## src/rtl/instr_fetch_ctrl_if.sv

```systemverilog
// Fetch-side bus of instr_fetch_ctrl: PC loop, instruction memory handshake,
// decode buffer, branch redirect and halt.
interface instr_fetch_ctrl_if #(
    parameter int ADDR_W  = 32,
    parameter int INSTR_W = 32
);
    logic [ADDR_W-1:0]  instr_addr;
    logic [ADDR_W-1:0]  next_addr;
    logic               imem_req;
    logic [ADDR_W-1:0]  imem_addr;
    logic               imem_ack;
    logic [INSTR_W-1:0] imem_rdata;
    logic               instr_valid;
    logic [INSTR_W-1:0] instr_out;
    logic [ADDR_W-1:0]  instr_pc;
    logic               dec_ready;
    logic               br_taken;
    logic [ADDR_W-1:0]  br_target;
    logic               halt;
    logic               halted;

    modport master (
        input  instr_addr, imem_ack, imem_rdata, dec_ready, br_taken, br_target, halt,
        output next_addr, imem_req, imem_addr, instr_valid, instr_out, instr_pc, halted
    );

    modport slave (
        output instr_addr, imem_ack, imem_rdata, dec_ready, br_taken, br_target, halt,
        input  next_addr, imem_req, imem_addr, instr_valid, instr_out, instr_pc, halted
    );
endinterface

```

## src/rtl/instr_fetch_ctrl.sv

```systemverilog
// KGP-miniRISC fetch controller: drives the PC, fetches over req/ack, buffers one instruction.
// Optional performance counters are built when FETCH_PERF_CNT_EN is defined.
//
// state   | meaning
// S_BOOT  | first cycle out of reset, steps the all-ones PC to 0
// S_IDLE  | no request outstanding; redirect, halt or start a fetch
// S_WAIT  | request outstanding, data will be kept
// S_DRAIN | request outstanding after a redirect, data will be dropped
// S_HALT  | fetching stopped until reset
module instr_fetch_ctrl #(
    parameter int ADDR_W  = 32,
    parameter int INSTR_W = 32
) (
    input  logic                clk,
    input  logic                rst,
    instr_fetch_ctrl_if.master  bus
`ifdef FETCH_PERF_CNT_EN
    ,
    output logic [31:0]         fetch_cnt,
    output logic [31:0]         stall_cnt
`endif
);

    typedef enum logic [2:0] {
        S_BOOT,
        S_IDLE,
        S_WAIT,
        S_DRAIN,
        S_HALT
    } state_t;

    localparam logic [ADDR_W-1:0] ADDR_ONE = ADDR_W'(1);

    state_t             state_q, state_d;
    logic               instr_valid_q, instr_valid_d;
    logic [INSTR_W-1:0] instr_out_q, instr_out_d;
    logic [ADDR_W-1:0]  instr_pc_q, instr_pc_d;
    logic [ADDR_W-1:0]  redir_q, redir_d;
    logic [ADDR_W-1:0]  next_addr_c;
    logic               capture;

    always_ff @(posedge clk or posedge rst) begin
        if (rst) begin
            state_q       <= S_BOOT;
            instr_valid_q <= 1'b0;
            instr_out_q   <= '0;
            instr_pc_q    <= '0;
            redir_q       <= '0;
        end else begin
            state_q       <= state_d;
            instr_valid_q <= instr_valid_d;
            instr_out_q   <= instr_out_d;
            instr_pc_q    <= instr_pc_d;
            redir_q       <= redir_d;
        end
    end

    always_comb begin
        state_d     = state_q;
        next_addr_c = bus.instr_addr;
        redir_d     = redir_q;
        capture     = 1'b0;
        case (state_q)
            S_BOOT: begin
                next_addr_c = bus.instr_addr + ADDR_ONE;
                state_d     = S_IDLE;
            end
            S_IDLE: begin
                if (bus.br_taken) begin
                    next_addr_c = bus.br_target;
                end else if (bus.halt) begin
                    state_d = S_HALT;
                end else if (!instr_valid_q || bus.dec_ready) begin
                    state_d = S_WAIT;
                end
            end
            S_WAIT: begin
                if (bus.imem_ack && bus.br_taken) begin
                    next_addr_c = bus.br_target;
                    state_d     = S_IDLE;
                end else if (bus.imem_ack) begin
                    capture     = 1'b1;
                    next_addr_c = bus.instr_addr + ADDR_ONE;
                    state_d     = S_IDLE;
                end else if (bus.br_taken) begin
                    redir_d = bus.br_target;
                    state_d = S_DRAIN;
                end
            end
            S_DRAIN: begin
                if (bus.br_taken) begin
                    redir_d = bus.br_target;
                end
                // A redirect landing on the ack cycle itself beats the stored one.
                if (bus.imem_ack) begin
                    next_addr_c = bus.br_taken ? bus.br_target : redir_q;
                    state_d     = S_IDLE;
                end
            end
            S_HALT: begin
                state_d = S_HALT;
            end
            default: begin
                state_d = S_BOOT;
            end
        endcase
    end

    always_comb begin
        instr_valid_d = instr_valid_q;
        instr_out_d   = instr_out_q;
        instr_pc_d    = instr_pc_q;
        if (bus.br_taken) begin
            instr_valid_d = 1'b0;
        end else if (capture) begin
            instr_valid_d = 1'b1;
            instr_out_d   = bus.imem_rdata;
            instr_pc_d    = bus.instr_addr;
        end else if (bus.dec_ready && instr_valid_q) begin
            instr_valid_d = 1'b0;
        end
    end

    assign bus.next_addr   = next_addr_c;
    assign bus.imem_req    = (state_q == S_WAIT) || (state_q == S_DRAIN);
    assign bus.imem_addr   = bus.instr_addr;
    assign bus.instr_valid = instr_valid_q;
    assign bus.instr_out   = instr_out_q;
    assign bus.instr_pc    = instr_pc_q;
    assign bus.halted      = (state_q == S_HALT);

`ifdef FETCH_PERF_CNT_EN
    logic [31:0] fetch_cnt_q, fetch_cnt_d;
    logic [31:0] stall_cnt_q, stall_cnt_d;

    always_ff @(posedge clk or posedge rst) begin
        if (rst) begin
            fetch_cnt_q <= '0;
            stall_cnt_q <= '0;
        end else begin
            fetch_cnt_q <= fetch_cnt_d;
            stall_cnt_q <= stall_cnt_d;
        end
    end

    // Neither condition can hold in S_HALT, so both counters freeze there.
    always_comb begin
        fetch_cnt_d = fetch_cnt_q;
        stall_cnt_d = stall_cnt_q;
        if (capture) begin
            fetch_cnt_d = fetch_cnt_q + 32'd1;
        end
        if (((state_q == S_IDLE) || (state_q == S_WAIT)) && (next_addr_c == bus.instr_addr)) begin
            stall_cnt_d = stall_cnt_q + 32'd1;
        end
    end

    assign fetch_cnt = fetch_cnt_q;
    assign stall_cnt = stall_cnt_q;
`endif

endmodule

```

## src/flat_wrapper.sv

```systemverilog
// flat-port wrapper written by rule: the top's interface ports become plain ports
module instr_fetch_ctrl_flat 
#(
    parameter int ADDR_W  = 32,
    parameter int INSTR_W = 32
)
  (clk, rst, bus_instr_addr, bus_imem_ack, bus_imem_rdata, bus_dec_ready, bus_br_taken, bus_br_target, bus_halt, bus_next_addr, bus_imem_req, bus_imem_addr, bus_instr_valid, bus_instr_out, bus_instr_pc, bus_halted);
  instr_fetch_ctrl_if #(.ADDR_W(ADDR_W), .INSTR_W(INSTR_W)) bus_i ();
  input  logic clk;
  input  logic rst;
  input wire logic [$bits(bus_i.instr_addr)-1:0] bus_instr_addr;
  input wire logic [$bits(bus_i.imem_ack)-1:0] bus_imem_ack;
  input wire logic [$bits(bus_i.imem_rdata)-1:0] bus_imem_rdata;
  input wire logic [$bits(bus_i.dec_ready)-1:0] bus_dec_ready;
  input wire logic [$bits(bus_i.br_taken)-1:0] bus_br_taken;
  input wire logic [$bits(bus_i.br_target)-1:0] bus_br_target;
  input wire logic [$bits(bus_i.halt)-1:0] bus_halt;
  output wire logic [$bits(bus_i.next_addr)-1:0] bus_next_addr;
  output wire logic [$bits(bus_i.imem_req)-1:0] bus_imem_req;
  output wire logic [$bits(bus_i.imem_addr)-1:0] bus_imem_addr;
  output wire logic [$bits(bus_i.instr_valid)-1:0] bus_instr_valid;
  output wire logic [$bits(bus_i.instr_out)-1:0] bus_instr_out;
  output wire logic [$bits(bus_i.instr_pc)-1:0] bus_instr_pc;
  output wire logic [$bits(bus_i.halted)-1:0] bus_halted;
  assign bus_i.instr_addr = bus_instr_addr;
  assign bus_i.imem_ack = bus_imem_ack;
  assign bus_i.imem_rdata = bus_imem_rdata;
  assign bus_i.dec_ready = bus_dec_ready;
  assign bus_i.br_taken = bus_br_taken;
  assign bus_i.br_target = bus_br_target;
  assign bus_i.halt = bus_halt;
  assign bus_next_addr = bus_i.next_addr;
  assign bus_imem_req = bus_i.imem_req;
  assign bus_imem_addr = bus_i.imem_addr;
  assign bus_instr_valid = bus_i.instr_valid;
  assign bus_instr_out = bus_i.instr_out;
  assign bus_instr_pc = bus_i.instr_pc;
  assign bus_halted = bus_i.halted;
  instr_fetch_ctrl #(.ADDR_W(ADDR_W), .INSTR_W(INSTR_W)) u_core (.clk(clk), .rst(rst), .bus(bus_i));
endmodule
```

## config.mk

```make
export PLATFORM = sky130hd
export DESIGN_NAME = instr_fetch_ctrl_flat
export DESIGN_NICKNAME = d
export VERILOG_FILES = /design/src/rtl/instr_fetch_ctrl_if.sv /design/src/rtl/instr_fetch_ctrl.sv /design/src/flat_wrapper.sv
export SDC_FILE = /design/constraint.sdc
export NUM_CORES = 1
export LEC_CHECK = 0
export BUFFER_PORTS_ARGS = -buffer_cell sky130_fd_sc_hd__buf_4
export CAP_MARGIN = 40
export CELL_PAD_IN_SITES_DETAIL_PLACEMENT = 0
export CELL_PAD_IN_SITES_GLOBAL_PLACEMENT = 1
export CORE_ASPECT_RATIO = 2
export CORE_MARGIN = 2
export CORE_UTILIZATION = 41
export DETAILED_ROUTE_END_ITERATION = 10
export PLACE_DENSITY = 0.95
export SLEW_MARGIN = 20
export SYNTH_ARGS = -nofsm -noshare
export SYNTH_HDL_FRONTEND = slang
export SYNTH_SLANG_ARGS = --single-unit
```

## constraint.sdc

```tcl
create_clock -name clk -period 6.5 [get_ports clk]
set_input_delay 0.65 -clock clk [delete_from_list [all_inputs] [get_ports clk]]
set_output_delay 0.65 -clock clk [all_outputs]
set_load 0.01 [all_outputs]
```

==> results of run 1 <==
==> per-stage QoR <==
stage	util, %	setup slack, ns	hold WS, ns	cells	instance area, um2
floorplan	-	3.23	0.451	1008	7710
global placement	49.3	2.73	0.459	1347	9200
detailed placement	49.6	2.68	0.464	1350	9250
CTS	51.1	2.68	0.416	1366	9540
global route	51.1	2.45	0.452	1366	9540
finish	51.1	2.58	0.388	1366	9540
==> synth_stat cells (all sizes together), types with 13 or more instances <==
cell,instances
buf,78
nor3,14
nor4,15
o21ai,82
nand3,26
inv,19
clkbuf,45
mux2i,24
a21oi,53
dfrtp,100
nor2,56
a211oi,19
nand4,20
mux2,36
nand2,217
a31oi,13
nand2b,29
==> routing by layer <==
layer,GRT usage (%),vias to the layer above,share of wire [%]
met3,4.62,149,6.8
li1,-,3857,-
met5,0,-,0
met2,52.4,464,51
met4,23.5,0,8.3
met1,32.1,3980,34
==> worst reg2reg max path, delay by kind of cell (launching register included) <==
kind,cells,cell delay [ns]
flops,1,0.53
buf+inv,2,0.70
simple gates,4,1.14
==> power by group <==
part	internal, mW	switching [mW]	leakage (nW)	total [mW]
combinational	0.931	1.13	3.03	2.06
clock	0.269	0.270	0.137	0.539
sequential	0.893	0.149	1.26	1.04
total	2.09	1.55	4.43	3.64
==> registers in the layout, indices dropped and copies added, names as in the netlist <==
name                    count
u_core.bus.instr_out       32
u_core.bus.instr_pc        32
u_core.redir_q             32
u_core.state_q              3
u_core.bus.instr_valid      1
==> cell families (layout without fill, tap and decap cells) <==
| logic type | Yosys count | count (layout) |
|---|---|---|
| XOR/XNOR | 3 | 3 |
| flip-flops | 100 | 100 |
| AND/OR/NAND/NOR | 430 | 430 |
| multiplexers | 60 | 60 |
| buffers and inverters | 144 | 283 |
| AO/OA/AOI/OAI | 270 | 270 |
| adder cells (fa/ha/maj) | 1 | 1 |
==> path summary, 6_finish.rpt <==
kind	from	endpoint	slack [ns]	depth (start not counted)
worst max-delay path	bus_imem_ack	bus_next_addr[30]	2.58	8
worst min-delay path	rst	u_core.bus.instr_out[22]$_DFFE_PP0P_	0.39	2
worst max register to register	u_core.state_q[0]$_DFFE_PP0P_	u_core.bus.instr_out[10]$_DFFE_PP0P_	4.08	6
worst min register to register	u_core.bus.instr_out[8]$_DFFE_PP0P_	u_core.bus.instr_out[8]$_DFFE_PP0P_	0.48	2
max in group asynchronous	rst	u_core.redir_q[10]$_DFFE_PP0P_	5.01	3
min in group clk	bus_imem_rdata[12]	u_core.bus.instr_out[12]$_DFFE_PP0P_	0.47	3
==> cell type report <==
| type | count | area (um2) | share of cell area [%] |
|---|---|---|---|
| multi-input cells | 764 | 4520 | 47.3 |
| flip-flops and latches | 100 | 2500 | 26.2 |
| clock inverters | 6 | 56.3 | 0.590 |
| inverters | 21 | 81.3 | 0.853 |
| clock buffers | 10 | 229 | 2.40 |
| repair buffers | 246 | 1880 | 19.7 |
| well taps | 219 | 274 | 2.87 |
==> run metrics, run 1 <==
GR Overflow Total 0; Syn-to-layout area delta 23.7%; Setup Skew 0.0127 ns; sequential share of the synthesized area 32.4%; vias in the first global route 8,045; XOR/XNOR share of the synthesized area 0.341%; Sink Count 100; CTS tree done; Simple-Gate Fraction of Synth Area 26.6%; drc violations 0; CTS clock-pin slew for the worst setup and hold paths 0.08 ns; Pwr per Cell Area 381 mW/mm2; Synth Area in Adders 0.162%; Overall Power 3.64 mW; synth top area cells dfrtp_1 (32%), nand2_1 (11%), mux2_2 (5.3%), o21ai_0 (5.3%), a21oi_1 (3.4%); Pins Over Slew Limit 0; slowest CP cell nand2_1; WL per Instance 22.5 um; Clock Tree Buf Depth 2; ys async rst share 100%; largest area contributor in the netlist dfrtp_1; Tot GR Track Use 30.3%; total number of vias 8,450; Ys Warns 0; Core Region 0.0187 mm2; most frequent cells in the layout buf_4 (244), nand2_1 (215), dfrtp_1 (100); Synth Area in Compound Gates 22.8%; layout cells sized above 1 27.6%; Detail Route Antenna Nets 0; Min Clock Period, post-route 3.92 ns; total wire length 30,700 um; number of vias per cell 6.19; fillers 1,861; GPL Wtd Cong 1.03; Ant. Diodes 0; relative max-transition margin 40.2%; crit path max fanout 55; root buffer cell clkbuf_16; DRT Pass-1 Iters 5; RSZ-0062 raised after global routing no; post-synthesis mux area share 8.37%; Seq cells post-synth 100; largest net degree at the start of global routing 80; EDFF count, synth 0; Largest delay share family, worst path buffers and inverters; 1st-iter DRT viols 648; Max Freq 255 MHz; VDD IR max 200 uV; syn_nets 1,111; worst slew pin tran 0.898 ns; Boundary Pins 233; largest family of logic cells by synthesized area simple AND/OR/NAND/NOR gates; Initial Util 41.3%; CTS HTree Levels 3; CTS resizes 0; Hold Vio Cnt, Final 0; final setup fails 0; Startpoint Class input pin; worst path required time 5.85 ns; hold buffer count at CTS 0; Die Y 198 um; Unique masters post-synth 72; first-pass GRT wire length 45,600 um; Buffers & Inverters on Critical Path 3; cells after synthesis 1,008; Cell Chain, Critical Path buf_4 > buf_4 > nand2_1 > o221ai_1 > nand4_1 > a211oi_1 > o21ai_0 > buf_4; Pleak 4.43 nW; share of the synthesized area in the top cell type 32.4%; Total Nets Final 1,245; worst skew pair latency 0.36 ns; run status complete, no violations; setup bufs post-CTS 0; CTS buffer count 9; period utilization 60.3%; crit end category output port; Critical Path AT 3.27 ns; antenna violations before repair 0; Max Cap Viol 0; die area 0.0200 mm2; Die X 101 um; Worst path max stage delay 0.56 ns; Most common cell on crit path buf_4; Mapped Area 0.00771 mm2; commonest non-fill, non-tap cell in the layout buf_4; dpl hpwl 22,300 um; input/output buffers 232; FP Rows 71; Hold Path Class in2async; Primary FF master, synth dfrtp_1; WS Path Type in2out; Sum Neg Setup Slack 0 ns; syn_area_per_cell 7.65 um2
(Power assumes the default switching activity.)
==> run 2, diff against run 1 <==
ABC_AREA = 1   (was unset)
CORE_UTILIZATION = 33   (was 41)
PLACE_DENSITY = 0.9   (was 0.95)
clock period = 3.3 ns   (was 6.5 ns; I/O delays follow)
==> run 2 against run 1 <==
Sequential power rose by 93%. Non-clock buffer count rose by 5. Die area rose by 20%. Register-to-register slack got worse by 2.7 ns. Final cell count rose by 15%. Design area fell by 0.51%. Sequential share of layout area rose by 0.13 points.
==> run metrics, run 2 <==
R2R cell count 9; RR Startpoint u_core.state_q[2]$_DFFE_PP0P_; most frequent cells in the layout nand2_1 (307), buf_4 (247), nor2_1 (152); Pleak 4.69 nW; Boundary Pins 233; Sink Count 100; Initial Util 33.7%; Startpoint Class flop; Pins Over Slew Limit 0; setup bufs post-CTS 0; Min Clock Period, post-route 2.60 ns; largest area contributor in the netlist dfrtp_1; ys async rst share 100%; Met3 Routed Length 1390 um; metal2 WL 14,300 um; share of the synthesized area in the top cell type 33.5%; layout cells sized above 1 25.6%; worst skew pair latency 0.38 ns; fillers 2,372; Ys Warns 0; period utilization 78.8%; Primary FF master, synth dfrtp_1; Hold Path Class in2reg; EDFF count, synth 0; total number of vias 8,155; relative max-transition margin 48.8%; root buffer cell clkbuf_16; cells after synthesis 1,120; GPL Wtd Cong 0.990; vias in the first global route 7,915; Pwr per Cell Area 707 mW/mm2; sequential share of the synthesized area 33.5%; synth top area cells dfrtp_1 (34%), nand2_1 (15%), nor2_1 (7.6%), o21ai_0 (7.0%), mux2_2 (5.0%); worst path required time 2.97 ns; Max Cap Viol 0; die area 0.0239 mm2; Detail Route Antenna Nets 0; DRT Pass-1 Iters 5; largest net degree at the start of global routing 62; CTS clock-pin slew for the worst setup and hold paths 0.08 ns; VDD IR max 378 uV; GR Overflow Total 0; Mapped Area 0.00747 mm2; WHS 0.148 ns; dpl hpwl 20,900 um; crit path max fanout 17; Overall Power 6.71 mW; RSZ-0062 raised after global routing no; Clock Tree Buf Depth 2; Hold Vio Cnt, Final 0; Core Region 0.0222 mm2; Total Nets Final 1,396; Hold Path Origin bus_dec_ready; final setup fails 0; Commonest cells post-synth nand2_1 (307), nor2_1 (152), o21ai_0 (104), dfrtp_1 (100), inv_1 (83); CTS resizes 0; most frequent cell after synthesis nand2_1; Max Used Layer met4; input/output buffers 232; FF/Latch Area 0.00250 mm2; multi-input logic area 0.00409 mm2; M1 WL 10,400 um; commonest non-fill, non-tap cell in the layout nand2_1; Ant. Diodes 0; FP Rows 77; CTS tree done; crit end category output port; FF-to-FF End u_core.state_q[1]$_DFFE_PP0P_; Die Y 217 um; hold-critical path depth 2; Critical Path AT 2.27 ns; Sum Neg Setup Slack 0 ns; WHS Endpoint u_core.bus.instr_valid$_DFFE_PP0P_; total wire length 27,600 um; CTS HTree Levels 3; Max Freq 385 MHz; Syn-to-layout area delta 27.1%; antenna violations before repair 0; drc violations 0; worst slew pin tran 0.768 ns; register-to-register setup slack 1.39 ns; run status complete, no violations; CTS buffer count 9; syn_nets 1,223; WS Path Type reg2out; Tot GR Track Use 23.4%; Setup Skew 0.0136 ns; number of vias per cell 5.18; Unique masters post-synth 36; 1st-iter DRT viols 526; Die X 110 um; WL per Instance 17.5 um; Seq cells post-synth 100; syn_area_per_cell 6.67 um2; first-pass GRT wire length 42,300 um
run 2: cell count changes in the layout (fill, tap and decap cells not counted), sizes merged, moves of 10 or more:
cell,delta
o21ai,+32
a31oi,-13
and3,-11
nor2,+107
nand2,+98
nand3,+47
inv,+72
a311oi,-10
a21oi,+12
o221ai,-10
mux2i,-24
nor4,-15
o22ai,-11
nand2b,-29
run 2: how the worst max path moves through the flow:
| stage | from | endpoint | slack (ns) | depth (start not counted) |
|---|---|---|---|---|
| floorplan | rst | u_core.bus.instr_out[0]$_DFFE_PP0P_ | 0.35 | 1 |
| global placement | bus_imem_ack | bus_next_addr[4] | 1.02 | 9 |
| detailed placement | bus_instr_addr[10] | bus_next_addr[27] | 1.0 | 11 |
| CTS | u_core.state_q[2]$_DFFE_PP0P_ | bus_next_addr[15] | 0.70 | 8 |
| global route | u_core.state_q[2]$_DFFE_PP0P_ | bus_next_addr[15] | 0.53 | 8 |
| finish | u_core.state_q[2]$_DFFE_PP0P_ | bus_next_addr[15] | 0.70 | 8 |
run 2: kinds of logic (layout without fill, tap and decap cells):
family          after synthesis  after routing  synth area share [%]
compound gates              213            213                  15.5
simple gates                587            587                  33.3
flops                       100            100                  33.5
mux                          33             33                  4.98
fa+ha+maj                     1              1                 0.168
buf+inv                     179            357                  11.8
xor+xnor                      7              7                 0.821
run 2: area by class of cell:
| type | instances | area share [%] |
|---|---|---|
| Clock buffer | 10 | 2.41 |
| Clock inverter | 6 | 0.541 |
| Inverter | 90 | 3.60 |
| Multi-Input combinational cell | 841 | 43.1 |
| Sequential cell | 100 | 26.4 |
| Tap cell | 276 | 3.64 |
| Timing Repair Buffer | 251 | 20.4 |
run 2: timing repair:
item	in CTS	in global routing
endpoints found under the hold margin	0	8
hold buffers	0	1
setup endpoints to repair	0	0
run 2: metal layers:
metal  up-vias  global-route usage (%)
met5         -                       0
met1      3762                    25.8
met4         0                    13.6
li1       3988                       -
met2       322                    41.1
met3        83                    3.56
run 2: metrics by stage:
| stage | instance area (um2) | cells | setup WS (ns) | util (%) |
|---|---|---|---|---|
| CTS | 9450 | 1572 | 0.698 | 42.7 |
| floorplan | 7470 | 1120 | 0.351 | - |
| global route | 9490 | 1574 | 0.530 | 42.8 |
| detailed placement | 9170 | 1556 | 0.999 | 41.4 |
| finish | 9490 | 1574 | 0.701 | 42.8 |
| global placement | 9170 | 1556 | 1.02 | 41.4 |
run 2: worst max-delay path: stages, from the launching register on:
cell and delay [ns]:
dfrtp_1 0.52, nor2_4 0.23, nand2_1 0.09, inv_1 0.52, a21oi_1 0.15, nand2_1 0.08, a21oi_1 0.04, nor2_1 0.12
buf_4 0.14
run 2: report_power, final:
part | switching, mW | internal (mW) | total [mW]
clock | 0.550 | 0.528 | 1.08
combinational | 2.01 | 1.61 | 3.62
sequential | 0.258 | 1.75 | 2.01
